<file path="config.mk">
export PLATFORM = sky130hd
export DESIGN_NAME = game_sequencer
export DESIGN_NICKNAME = d
export VERILOG_FILES = /design/src/rtl/game_pkg.sv /design/src/rtl/game_sequencer_lfsr16.sv /design/src/rtl/game_sequencer.sv
export SDC_FILE = /design/constraint.sdc
export NUM_CORES = 1
export LEC_CHECK = 0
export BUFFER_PORTS_ARGS = -buffer_cell sky130_fd_sc_hd__buf_2
export CORE_MARGIN = 5
export CORE_UTILIZATION = 40
export CTS_BUF_LIST = sky130_fd_sc_hd__clkbuf_8 sky130_fd_sc_hd__clkbuf_16
export DETAILED_ROUTE_END_ITERATION = 7
export PLACE_DENSITY = 0.71
export SLEW_MARGIN = 20
export SYNTH_ARGS = -nofsm -noshare
export SYNTH_HDL_FRONTEND = slang
export SYNTH_HIERARCHICAL = 1
export SYNTH_SLANG_ARGS = --single-unit
</file>
<file path="constraint.sdc">
create_clock -name clk -period 5.7 [get_ports clk]
set_clock_uncertainty 0.05 [all_clocks]
set_input_delay 0.285 -clock clk [delete_from_list [all_inputs] [get_ports clk]]
set_output_delay 0.285 -clock clk [all_outputs]
set_load 0.01 [all_outputs]
</file>
<file path="src/rtl/game_pkg.sv">
// Shared definitions for the memory-game round controller: state encoding,
// LFSR constants and the level-to-pattern-length mapping.
package game_pkg;

  typedef enum logic [2:0] {
    IDLE     = 3'd0,
    GEN      = 3'd1,
    SHOW_ON  = 3'd2,
    SHOW_OFF = 3'd3,
    INPUT    = 3'd4,
    CHECK    = 3'd5,
    RESULT   = 3'd6
  } state_t;

  localparam logic [15:0] DEFAULT_SEED = 16'hACE1;
  // Fibonacci taps 16,14,13,11 expressed as bit positions 15,13,12,10
  localparam logic [15:0] LFSR_TAPS    = 16'hB400;
  localparam int          MAX_LEN      = 16;

  function automatic logic [1:0] clamp_level(input logic [1:0] lvl);
    return (lvl == 2'd0) ? 2'd1 : lvl;
  endfunction

  // N = 4 + 4*L
  function automatic logic [4:0] pattern_len(input logic [1:0] lvl);
    logic [1:0] l;
    l = clamp_level(lvl);
    return 5'd4 + {1'b0, l, 2'b00};
  endfunction

  // N - 1, which is simply L followed by two ones
  function automatic logic [3:0] last_index(input logic [1:0] lvl);
    logic [1:0] l;
    l = clamp_level(lvl);
    return {l, 2'b11};
  endfunction

endpackage

</file>
<file path="src/rtl/game_sequencer_lfsr16.sv">
// 16-bit Fibonacci LFSR, shift-left with feedback into bit 0.
// A zero seed is replaced by the default seed so the register never locks up.
module lfsr16
  import game_pkg::*;
(
  input  logic        clk,
  input  logic        rst,
  input  logic        load,
  input  logic        step,
  input  logic [15:0] seed,
  output logic [15:0] state
);

  always_ff @(posedge clk) begin
    if (rst) begin
      state <= DEFAULT_SEED;
    end else if (load) begin
      state <= (seed == 16'h0000) ? DEFAULT_SEED : seed;
    end else if (step) begin
      state <= {state[14:0], ^(state & LFSR_TAPS)};
    end
  end

endmodule

</file>
<file path="src/rtl/game_sequencer.sv">
// Round controller: generates a pattern, shows it on the LEDs, releases the
// input-trim block, then scores the captured entries against the pattern.
//
//   state    | meaning
//   IDLE     | waiting for start; trim block held in reset
//   GEN      | one pattern entry per cycle from the LFSR
//   SHOW_ON  | current entry lit for SHOW_CYCLES
//   SHOW_OFF | LEDs dark for GAP_CYCLES, then next entry or INPUT
//   INPUT    | trim block running; wait for trim_end or timeout
//   CHECK    | compare one captured entry per cycle
//   RESULT   | one-cycle result pulse
module game_sequencer
  import game_pkg::*;
#(
  parameter int unsigned SHOW_CYCLES    = 25000000,
  parameter int unsigned GAP_CYCLES     = 12500000,
  parameter int unsigned TIMEOUT_CYCLES = 500000000,
  parameter int          CNT_W          = 32
) (
  input  logic        clk,
  input  logic        rst,
  input  logic        start,
  input  logic [1:0]  level,
  input  logic [15:0] seed,
  input  logic        trim_end,
  input  logic [47:0] trim_data,
  output logic        trim_rst_n,
  output logic [1:0]  trim_level,
  output logic [7:0]  led_onehot,
  output logic        busy,
  output logic [2:0]  phase,
  output logic        result_valid,
  output logic        result_pass,
  output logic        timeout,
  output logic [3:0]  mismatch_idx,
  output logic [7:0]  score
);

  localparam logic [CNT_W-1:0] SHOW_LAST    = CNT_W'(SHOW_CYCLES - 1);
  localparam logic [CNT_W-1:0] GAP_LAST     = CNT_W'(GAP_CYCLES - 1);
  localparam logic [CNT_W-1:0] TIMEOUT_LAST = CNT_W'(TIMEOUT_CYCLES - 1);

  state_t            state_q, state_d;
  logic [CNT_W-1:0]  timer_q;
  logic [3:0]        k_q;
  logic [1:0]        lvl_q;
  logic [2:0]        pattern_q [MAX_LEN];
  logic [15:0]       lfsr_state;
  logic              lfsr_unused;

  logic              lfsr_load, lfsr_step, pat_we;
  logic              k_clr, k_inc;
  logic              res_set, res_pass_d, res_to_d;
  logic [3:0]        res_idx_d;
  logic [3:0]        last_k;
  logic [5:0]        entry_base;
  logic [2:0]        entry;
  logic [8:0]        score_sum;
  logic [7:0]        score_sat;

  lfsr16 u_lfsr (
    .clk   (clk),
    .rst   (rst),
    .load  (lfsr_load),
    .step  (lfsr_step),
    .seed  (seed),
    .state (lfsr_state)
  );

  // only the low three bits form a pattern value
  assign lfsr_unused = ^lfsr_state[15:3];

  assign last_k     = last_index(lvl_q);
  assign entry_base = {2'b00, k_q} + {1'b0, k_q, 1'b0};
  assign entry      = trim_data[entry_base +: 3];
  assign score_sum  = {1'b0, score} + {4'b0000, pattern_len(lvl_q)};
  assign score_sat  = score_sum[8] ? 8'hFF : score_sum[7:0];
  assign trim_level = lvl_q;

  always_ff @(posedge clk) begin
    if (rst) state_q <= IDLE;
    else     state_q <= state_d;
  end

  always_comb begin
    state_d      = state_q;
    lfsr_load    = 1'b0;
    lfsr_step    = 1'b0;
    pat_we       = 1'b0;
    k_clr        = 1'b0;
    k_inc        = 1'b0;
    res_set      = 1'b0;
    res_pass_d   = 1'b0;
    res_to_d     = 1'b0;
    res_idx_d    = 4'h0;
    led_onehot   = 8'h00;
    trim_rst_n   = 1'b0;
    busy         = (state_q != IDLE);
    phase        = state_q;
    result_valid = 1'b0;

    case (state_q)
      IDLE: begin
        if (start) begin
          lfsr_load = 1'b1;
          k_clr     = 1'b1;
          state_d   = GEN;
        end
      end
      GEN: begin
        pat_we    = 1'b1;
        lfsr_step = 1'b1;
        if (k_q == last_k) begin
          k_clr   = 1'b1;
          state_d = SHOW_ON;
        end else begin
          k_inc = 1'b1;
        end
      end
      SHOW_ON: begin
        led_onehot = 8'h01 << pattern_q[k_q];
        if (timer_q == SHOW_LAST) state_d = SHOW_OFF;
      end
      SHOW_OFF: begin
        if (timer_q == GAP_LAST) begin
          if (k_q == last_k) begin
            k_clr   = 1'b1;
            state_d = INPUT;
          end else begin
            k_inc   = 1'b1;
            state_d = SHOW_ON;
          end
        end
      end
      INPUT: begin
        trim_rst_n = 1'b1;
        // trim_end takes priority over a coincident timeout
        if (trim_end) begin
          k_clr   = 1'b1;
          state_d = CHECK;
        end else if (timer_q == TIMEOUT_LAST) begin
          res_set   = 1'b1;
          res_to_d  = 1'b1;
          res_idx_d = 4'hF;
          state_d   = RESULT;
        end
      end
      CHECK: begin
        trim_rst_n = 1'b1;
        if (entry != pattern_q[k_q]) begin
          res_set   = 1'b1;
          res_idx_d = k_q;
          state_d   = RESULT;
        end else if (k_q == last_k) begin
          res_set    = 1'b1;
          res_pass_d = 1'b1;
          state_d    = RESULT;
        end else begin
          k_inc = 1'b1;
        end
      end
      RESULT: begin
        result_valid = 1'b1;
        state_d      = IDLE;
      end
      default: state_d = IDLE;
    endcase
  end

  // result fields and score are loaded on entry so they line up with result_valid
  always_ff @(posedge clk) begin
    if (rst) begin
      timer_q      <= '0;
      k_q          <= 4'h0;
      lvl_q        <= 2'd0;
      result_pass  <= 1'b0;
      timeout      <= 1'b0;
      mismatch_idx <= 4'h0;
      score        <= 8'h00;
    end else begin
      timer_q <= (state_d != state_q) ? '0 : timer_q + CNT_W'(1);
      if (lfsr_load) lvl_q <= clamp_level(level);
      if (k_clr)      k_q <= 4'h0;
      else if (k_inc) k_q <= k_q + 4'd1;
      if (res_set) begin
        result_pass  <= res_pass_d;
        timeout      <= res_to_d;
        mismatch_idx <= res_idx_d;
        if (res_pass_d) score <= score_sat;
      end
    end
  end

  always_ff @(posedge clk) begin
    if (pat_we) pattern_q[k_q] <= lfsr_state[2:0];
  end

endmodule

</file>
# [Word level (Yosys, flattened, before mapping)]
# Memory sizes are Yosys's and may differ from the RTL's. A register that Yosys moved wholly into a read port is not among the register bits.
# Index checks and enable logic that the tools add are counted.
[op_classes] mux=45 n_eq_ne=12 addsub=5 reduce_logical=11 shift=2
[op_table] op="$mux 16" count=3
[op_table] op="$shiftx 48x7->3" count=1
[op_table] op="$add 32x1->32 const B" count=1
[op_table] op="$eq 32x24->1 const B" count=1
[op_table] op="$eq 32x25->1 const B" count=1
[op_table] op="$eq 32x29->1 const B" count=1
[op_table] op="$mux 3" count=9
[op_table] op="$mux 4" count=5
[op_table] op="$mux 1" count=19
[op_table] op="$pmux 3 s6" count=1
[op_table] op="$logic_not 16->1" count=1
[op_table] op="$mux 8" count=2
[op_table] op="$reduce_xor 16->1" count=1
[op_table] op="$add 8x5->9" count=1
[op_table] op="$eq 3x3->1 const B" count=3
[op_table] op="$pmux 4 s2" count=1
[op_table] op="$shl 1x3->8 const A" count=1
[op_table] op="$add 4x5->6" count=1
[op_table] op="$eq 3x2->1 const B" count=2
[op_table] op="$ne 3x3->1" count=2
[op_table] op="$reduce_or 2->1" count=3
[op_table] op="$add 3x4->5 const A" count=1
[op_table] op="$add 4x1->4 const B" count=1
[op_table] op="$eq 4x4->1" count=1
[op_table] op="10 further kinds" count=12
[totals] mem_bits_rw=48 output_inout_bits=30 in_bits=70 memories=1 word_cells=85 ff_bits=71
[mem_list] name="pattern_q" words=16 width=3 rd=1 rd_clocked_by_memory_dff=1 write_ports=1 line="game_sequencer.sv:47" source="logic [2:0] pattern_q [MAX_LEN];"

# [Logic depth before layout (Yosys ltp)]
# Gate-level depths: netlist (run 1).
[logic_depth] depth_word=8 mapped_depth=15 ltp_nobuf=11

# [Modules after synthesis]
# The synthesis (run 1) kept the hierarchy.
[by_module_without_submodules] module="game_sequencer" seq_area_each_um2=2602.5 area_each_um2=6520.0 n_inst=1 cells_each=543
[by_module_without_submodules] module="lfsr16" seq_area_each_um2=320.3 area_each_um2=809.5 n_inst=1 cells_each=87

# [Worst setup path after synthesis (run 1)]
# Ideal clock, no wire load.
[synth_timing] kind="register to register" from="reg k_q[1]" to="reg timer_q[12]" t_arrival_ns=3.650 n_path_buf=3 period_less_slack_ns=3.763 path_stages_with_launch=15 setup_ns=0.062 required_time_ns=5.588 slack_ns=1.937 cell_sequence="dfxtp_1 > ha_1 > clkbuf_1 > inv_1 > fa_1 > clkbuf_1 > mux4_2 > mux4_2 > o211ai_1 > o211ai_1 > xnor2_2 > o2111ai_2 > a21o_4 > buf_12 > nor2_4"
[synth_via] elab_chain_len=7 elab_cells_between_ends=12
[synth_rtl] item="from (decl)" line="game_sequencer.sv:45" source="logic [3:0] k_q;"
[synth_rtl] item="from (signal assigned)" line="game_sequencer.sv:184" source="else if (k_inc) k_q <= k_q + 4'd1;"
[synth_rtl] item="$add 4x5->6" line="game_sequencer.sv:74" source="assign entry_base = {2'b00, k_q} + {1'b0, k_q, 1'b0};"
[synth_rtl] item="$shiftx 48x7->3" line="game_sequencer.sv:75" source="assign entry = trim_data[entry_base +: 3];"
[synth_rtl] item="$ne 3x3->1" line="game_sequencer.sv:150" source="if (entry != pattern_q[k_q]) begin"
[synth_rtl] item="$mux 3" line="game_sequencer.sv:150"
[synth_rtl] item="$pmux 3 s6 (*)" line="game_sequencer.sv:102" source="case (state_q)"
[synth_rtl] item="$ne 3x3->1 (*)" line="game_sequencer.sv:181" source="timer_q <= (state_d != state_q) ? '0 : timer_q + CNT_W'(1);"
[synth_rtl] item="$reduce_or 2->1 (no line) (*)"
[synth_rtl] item="to (signal assigned)" line="game_sequencer.sv:181"
[synth_rtl] item="to (decl)" line="game_sequencer.sv:44" source="logic [CNT_W-1:0] timer_q;"
# Every way passes the cells marked *; elsewhere a longest branch is shown, timed or not.
# A chain may end at the register's enable or synchronous reset.

# [Worst setup path in the final report (run 1)]
[layout_timing] from="reg k_q[1]" to="reg timer_q[2]"
# Same word-level chain as after synthesis.

==> run_results.csv, run 1 <==
group,metric,value,unit
timing,setup_slack,1.17,ns
route,ant_nets,0,
timing,report.final.slew_viol_count,0,
yosys,syn-mean-instance-area,11.6,sq um
route,via_count,5416,
final_layout,fin_util,47.4,%
worst_setup_path,ff2ff_path_depth,12,
clock_network,root_buffer,"clkbuf_16",
timing,setup_tns,0,ns
timing,tightest_slew,0.888,ns
power,seq_power_share,40.8,%
final_layout,mostFrequentLayoutCells,"99 x buf_2, 73 x dfxtp_1, 50 x nor2_1",
final_layout,final_common_cell,"buf_2",
route,vias_per_cell,5.63,
yosys,yosysSeqAreaShare,39.9,%
route,avgRoutedWirePerCell,17.6,microns
min_path,hold_path_class,"input pin to register",
worst_setup_path,r2r_slack,1.17,ns
worst_setup_path,crit_path_max_fanout,32,
die,io_pins,100,
clock_network,cts.htree.levels,4,
clock_network,clock_latency,0.41,ns
clock_network,ctsHoldBuffers,0,
die,dieArea,21100,sq um
yosys,synthFlopType,"dfxtp_1",
clock_network,cts_buffer_depth,2,
final_layout,fillers,1644,
worst_setup_path,path_class,"register to register",
min_path,worstHoldPathCells,2,
die,rows,49,
power,p_sw_share,23.6,%
grt,grt_pass1_vias,5317,
route,drt-initial-drc-count,337,
power,power_frac_comb,12.2,%
yosys,ys_ff_latch,122,
route,first_pass_iters,4,
yosys,async_flop_share,0,%
worst_setup_path,cp-start-kind,"register",
clock_network,clk_pin_slew,0.06,ns
route,drc,0,
place,dp_hpwl,12500,microns
clock_network,post_cts_resized,0,
timing,max_slew_margin,40.2,%
clock_network,cts_inserted_buffers,17,
timing,final_hold_viol_count,0,
place,gp_congestion,0.899,
worst_setup_path,cp-end-kind,"register",
clock_network,clock_sinks,122,
flow_run,cap_violations,0,
die,initial_core_util,40.7,%
yosys,syn_nets,716,
yosys,ys_types,66,
route,routed_wl,16900,microns
worst_setup_path,worstPathRequired,5.92,ns
place,place_ws,1.25,ns
grt,grt_max_degree,37,
power,switchingPower,0.552,mW
die,die_h,145,microns
yosys,synth_cells,630,
grt,antenna_found_initial,0,
timing,rsz0062_at_grt,"false",
power,power_frac_clock,46.9,%
grt,grt_pass1_wl,27800,microns
timing,fmax,0.221,GHz
final_layout,final_net_count,806,
place,io_buffers,99,
die,dieWidth,145,microns
final_layout,area_delta_synth_final,16.6,%
timing,finalSetupViolCount,0,
grt,grt.overflow.total,0,
yosys,synth-edff-count,48,
power,power_density,274,nW/um^2
final_layout,antenna_cells,0,
run_status,status,"finished clean",
timing,finalCriticalPeriod,4.53,ns
clock_network,cts_setup_buffers,0,
clock_network,cts_tree,"built",
timing,fin_crit_sh,79.4,%
power,ir_drop,0.240,mV
yosys,yosys_warnings,6,
final_layout,drive_gt1_share,32.1,%
worst_setup_path,crit_arrival,4.74,ns
die,core-area,18000,sq um
yosys,synth_area,7330,sq um
grt,grt_usage,16.1,%
power,p_int,1.79,mW
power,p_leak,3.13,nW
==> power groups by stage <==
stage          clock, mW  combinational (mW)  sequential [mW]
2_1_floorplan          0               0.233            0.960
3_3_place_gp           0               0.282            0.973
3_5_place_dp           0               0.286            0.975
4_1_cts             1.11               0.288            0.957
5_1_grt             1.16               0.315            0.960
6_report            1.10               0.286            0.956
==> synth_stat cells (7+ instances only) <==
master	n	area, sq um
mux2_2	9	101
mux4_1	8	210
a311oi_1	7	61.3
nand4_1	10	62.6
nor2_4	28	315
nor3_1	14	70.1
clkbuf_1	16	60.1
inv_1	21	78.8
mux2i_1	22	220
nand3_1	19	95.1
edfxtp_1	48	1440
xnor2_1	10	87.6
xor2_1	24	210
mux4_2	45	1010
nand2b_1	11	68.8
a21oi_1	23	115
dfxtp_1	74	1480
nor2_1	51	191
ha_1	14	175
nand2_1	36	135
o22ai_1	8	50.1
and3_1	25	156
==> layer usage <==
metal	vias up	global-route usage, %	share of wire (%)
li1	2585	-	-
met2	187	24.4	46
met4	0	5.50	1.8
met5	-	0	0
met3	19	4.11	6.4
met1	2625	22.5	46
==> per-stage QoR <==
stage / cell area (sq um) / hold slack [ns] / power (mW) / instances
3_5_place_dp: 7930 / 0.400 / 1.26 / 930
4_1_cts: 8550 / 0.0227 / 2.36 / 962
3_3_place_gp: 7930 / 0.391 / 1.26 / 930
6_report: 8550 / 0.0398 / 2.34 / 962
5_1_grt: 8550 / 0.0307 / 2.43 / 962
2_1_floorplan: 7330 / 0.336 / 1.19 / 630
==> critical path, cell delays in order, from the launching register on <==
cell	delay, ns
dfxtp_1	0.45
ha_1	0.40
inv_1	0.13
fa_1	0.41
xor2_1	0.36
buf_4	0.27
mux4_2	0.31
mux4_2	0.46
nor2b_1	0.16
o21a_1	0.23
o2111ai_2	0.31
a21o_4	0.71
nor2_1	0.11
==> cell type report <==
cell class	count	area, sq um	area share, %
Tap cell	229	287	3.35
Inverter	22	85.1	0.996
Multi-Input combinational cell	453	4110	48.0
Timing Repair Buffer	104	533	6.24
Clock inverter	13	148	1.73
Clock buffer	19	464	5.43
Sequential cell	122	2920	34.2
==> worst paths after layout <==
kind	startpoint	end
setup / recovery	k_q[1]	timer_q[2]
hold / removal	level[1]	trim_level[0]
setup reg to reg	k_q[1]	timer_q[2]
hold reg to reg	timer_q[0]	timer_q[0]
==> state kept, by name (all words and copies together), names as in the netlist, named ones only <==
name	flops
timeout	1
mismatch_idx	4
u_lfsr/state	16
trim_level	2
phase	3
pattern_q	48
score	7
timer_q	32
result_pass	1
k_q	4
==> cells by family (layout without fill, tap and decap cells) <==
family / Yosys count / after routing / synth area share, %
buffers and inverters: 55 / 158 / 4.15
adder cells (fa/ha/maj): 16 / 16 / 2.94
XOR/XNOR: 36 / 36 / 4.51
multiplexers: 85 / 85 / 21.2
AND/OR/NAND/NOR: 230 / 230 / 18.6
AO/OA/AOI/OAI: 86 / 86 / 8.67
flip-flops: 122 / 122 / 39.9
Power figures use the tool's default switching activity.
==> inputs of run 2 (changes only) <==
- clock period: 5.7 -> 4.5 ns (I/O delays scaled with it)
==> run 2 against run 1 <==
Effect of this change: register-to-register slack got worse by 0.82 ns; clock power rose by 15%; maximum frequency rose by 9.2%; first-iteration DRC count rose by 23%; setup slack got worse by 0.82 ns; sequential share of layout area fell by 0.26 points; clock-buffer cell count fell by 2; sequential cell count did not move; critical path depth fell by 1; critical endpoint is now timer_q[3].
==> run_results.csv, run 2 (synthesis results as in run 1) <==
group,metric,value,unit
timing,tightest_slew,0.836,ns
run_status,status,"finished clean",
die,dieArea,21100,sq um
timing,report.final.slew_viol_count,0,
final_layout,finalNonFillerCells,975,
timing,setup_tns,0,ns
place,place_ws,0.402,ns
route,first_pass_iters,5,
grt,grt.overflow.total,0,
clock_network,post_cts_resized,0,
route,drt-initial-drc-count,413,
place,dp_hpwl,12700,microns
route,drc,0,
final_layout,mostFrequentLayoutCells,"99 x buf_2, 73 x dfxtp_1, 50 x nor2_1",
timing,finalCriticalPeriod,4.14,ns
final_layout,area_delta_synth_final,17.5,%
grt,antenna_found_initial,0,
final_layout,drive_gt1_share,32.3,%
route,routed_wl,17000,microns
die,io_pins,100,
worst_setup_path,crit_arrival,4.37,ns
min_path,worstHoldPathCells,3,
timing,rsz0062_at_grt,"false",
place,gp_congestion,0.848,
final_layout,reg.largest.list,"pattern_q (48), timer_q (32), u_lfsr/state (16)",
worst_setup_path,cp-start-kind,"register",
worst_setup_path,worstPathRequired,4.72,ns
timing,max_slew_margin,44.2,%
grt,grt_usage,16.2,%
power,power_density,331,nW/um^2
clock_network,clock_sinks,122,
clock_network,clock_latency,0.42,ns
clock_network,cts_inserted_buffers,17,
place,placedCellCount,935,
final_layout,final_net_count,819,
timing,finalSetupViolCount,0,
timing,fmax,0.241,GHz
power,ir_drop,0.209,mV
place,io_buffers,99,
min_path,hold_path_class,"input pin to register",
route,ant_nets,0,
timing,setup_slack,0.355,ns
clock_network,cts.htree.levels,4,
die,initial_core_util,40.7,%
grt,grt_max_degree,37,
final_layout,largest_reg_flops,48,
clock_network,cts_buffer_depth,2,
die,core-area,18000,sq um
clock_network,ctsHoldBuffers,8,
clock_network,root_buffer,"clkbuf_16",
grt,grt_pass1_wl,28100,microns
route,vias_per_cell,5.62,
power,p_leak,3.16,nW
die,rows,49,
worst_setup_path,cp-end-kind,"register",
flow_run,cap_violations,0,
route,avgRoutedWirePerCell,17.4,microns
timing,fin_crit_sh,92.1,%
clock_network,cts_tree,"built",
worst_setup_path,path_class,"register to register",
final_layout,final_common_cell,"buf_2",
die,dieWidth,145,microns
final_layout,antenna_cells,0,
clock_network,clk_pin_slew,0.06,ns
final_layout,top_register,"pattern_q",
worst_setup_path,ff2ff_path_depth,11,
worst_setup_path,crit_path_max_fanout,32,
grt,grt_pass1_vias,5353,
timing,final_hold_viol_count,0,
clock_network,cts_setup_buffers,0,
die,die_h,145,microns
route,via_count,5475,
-- run 2: cell types whose count changed in the layout (fill, tap and decap cells not counted), moves of 3 or more --
cell,before,now
bufinv_16,3,0
dlygate4sd3_1,0,8
buf_4,5,10
inv_6,0,5
inv_8,0,3
clkinv_4,0,5
clkinv_2,5,1
-- run 2: metal layers --
layer | vias to the layer above | wire, microns | GRT usage, %
met4 | 0 | 301 | 5.32
met1 | 2615 | 7950 | 23.4
met3 | 23 | 1110 | 3.58
li1 | 2608 | - | -
met5 | - | 0 | 0
met2 | 229 | 7580 | 24.2
-- run 2: final timing paths --
kind	startpoint	endpoint	slack (ns)
min reg2reg	timer_q[0]	timer_q[0]	0.41
max reg2reg	k_q[1]	timer_q[3]	0.36
min	seed[4]	u_lfsr/state[4]	0.02
max	k_q[1]	timer_q[3]	0.36
-- run 2: layout make-up --
type	instances	area [sq um]
Sequential cell	122	2920
Clock inverter	15	134
Multi-Input combinational cell	453	4110
Tap cell	229	287
Timing Repair Buffer	117	651
Inverter	22	85.1
Clock buffer	17	425
Fill cell	1636	9410
-- run 2: stage by stage --
| step | area (sq um) | hold slack [ns] | power (mW) | util [%] |
|---|---|---|---|---|
| final | 8610 | 0.0164 | 2.85 | 47.8 |
| after global routing | 8610 | 0.0146 | 2.96 | 47.8 |
| after CTS | 8610 | 0.00360 | 2.88 | 47.8 |
| after detailed placement | 7970 | 0.395 | 1.60 | 44.2 |
| after global placement | 7970 | 0.391 | 1.59 | 44.2 |
| after floorplan | 7330 | 0.276 | 1.51 | - |
-- run 2: power by group --
group / leakage (nW) / switching [mW] / internal (mW)
combinational: 1.85 / 0.184 / 0.187
clock: 0.275 / 0.545 / 0.725
sequential: 1.04 / 0.0346 / 1.18
-- run 2: worst max-delay path: stages (launching register included) --
cell	delay (ns)
dfxtp_1	0.44
ha_1	0.21
inv_1	0.07
fa_1	0.40
xor2_1	0.45
mux4_2	0.37
mux4_2	0.46
nor2b_1	0.17
o21a_1	0.24
o2111ai_2	0.29
a21o_4	0.72
nor2_1	0.10
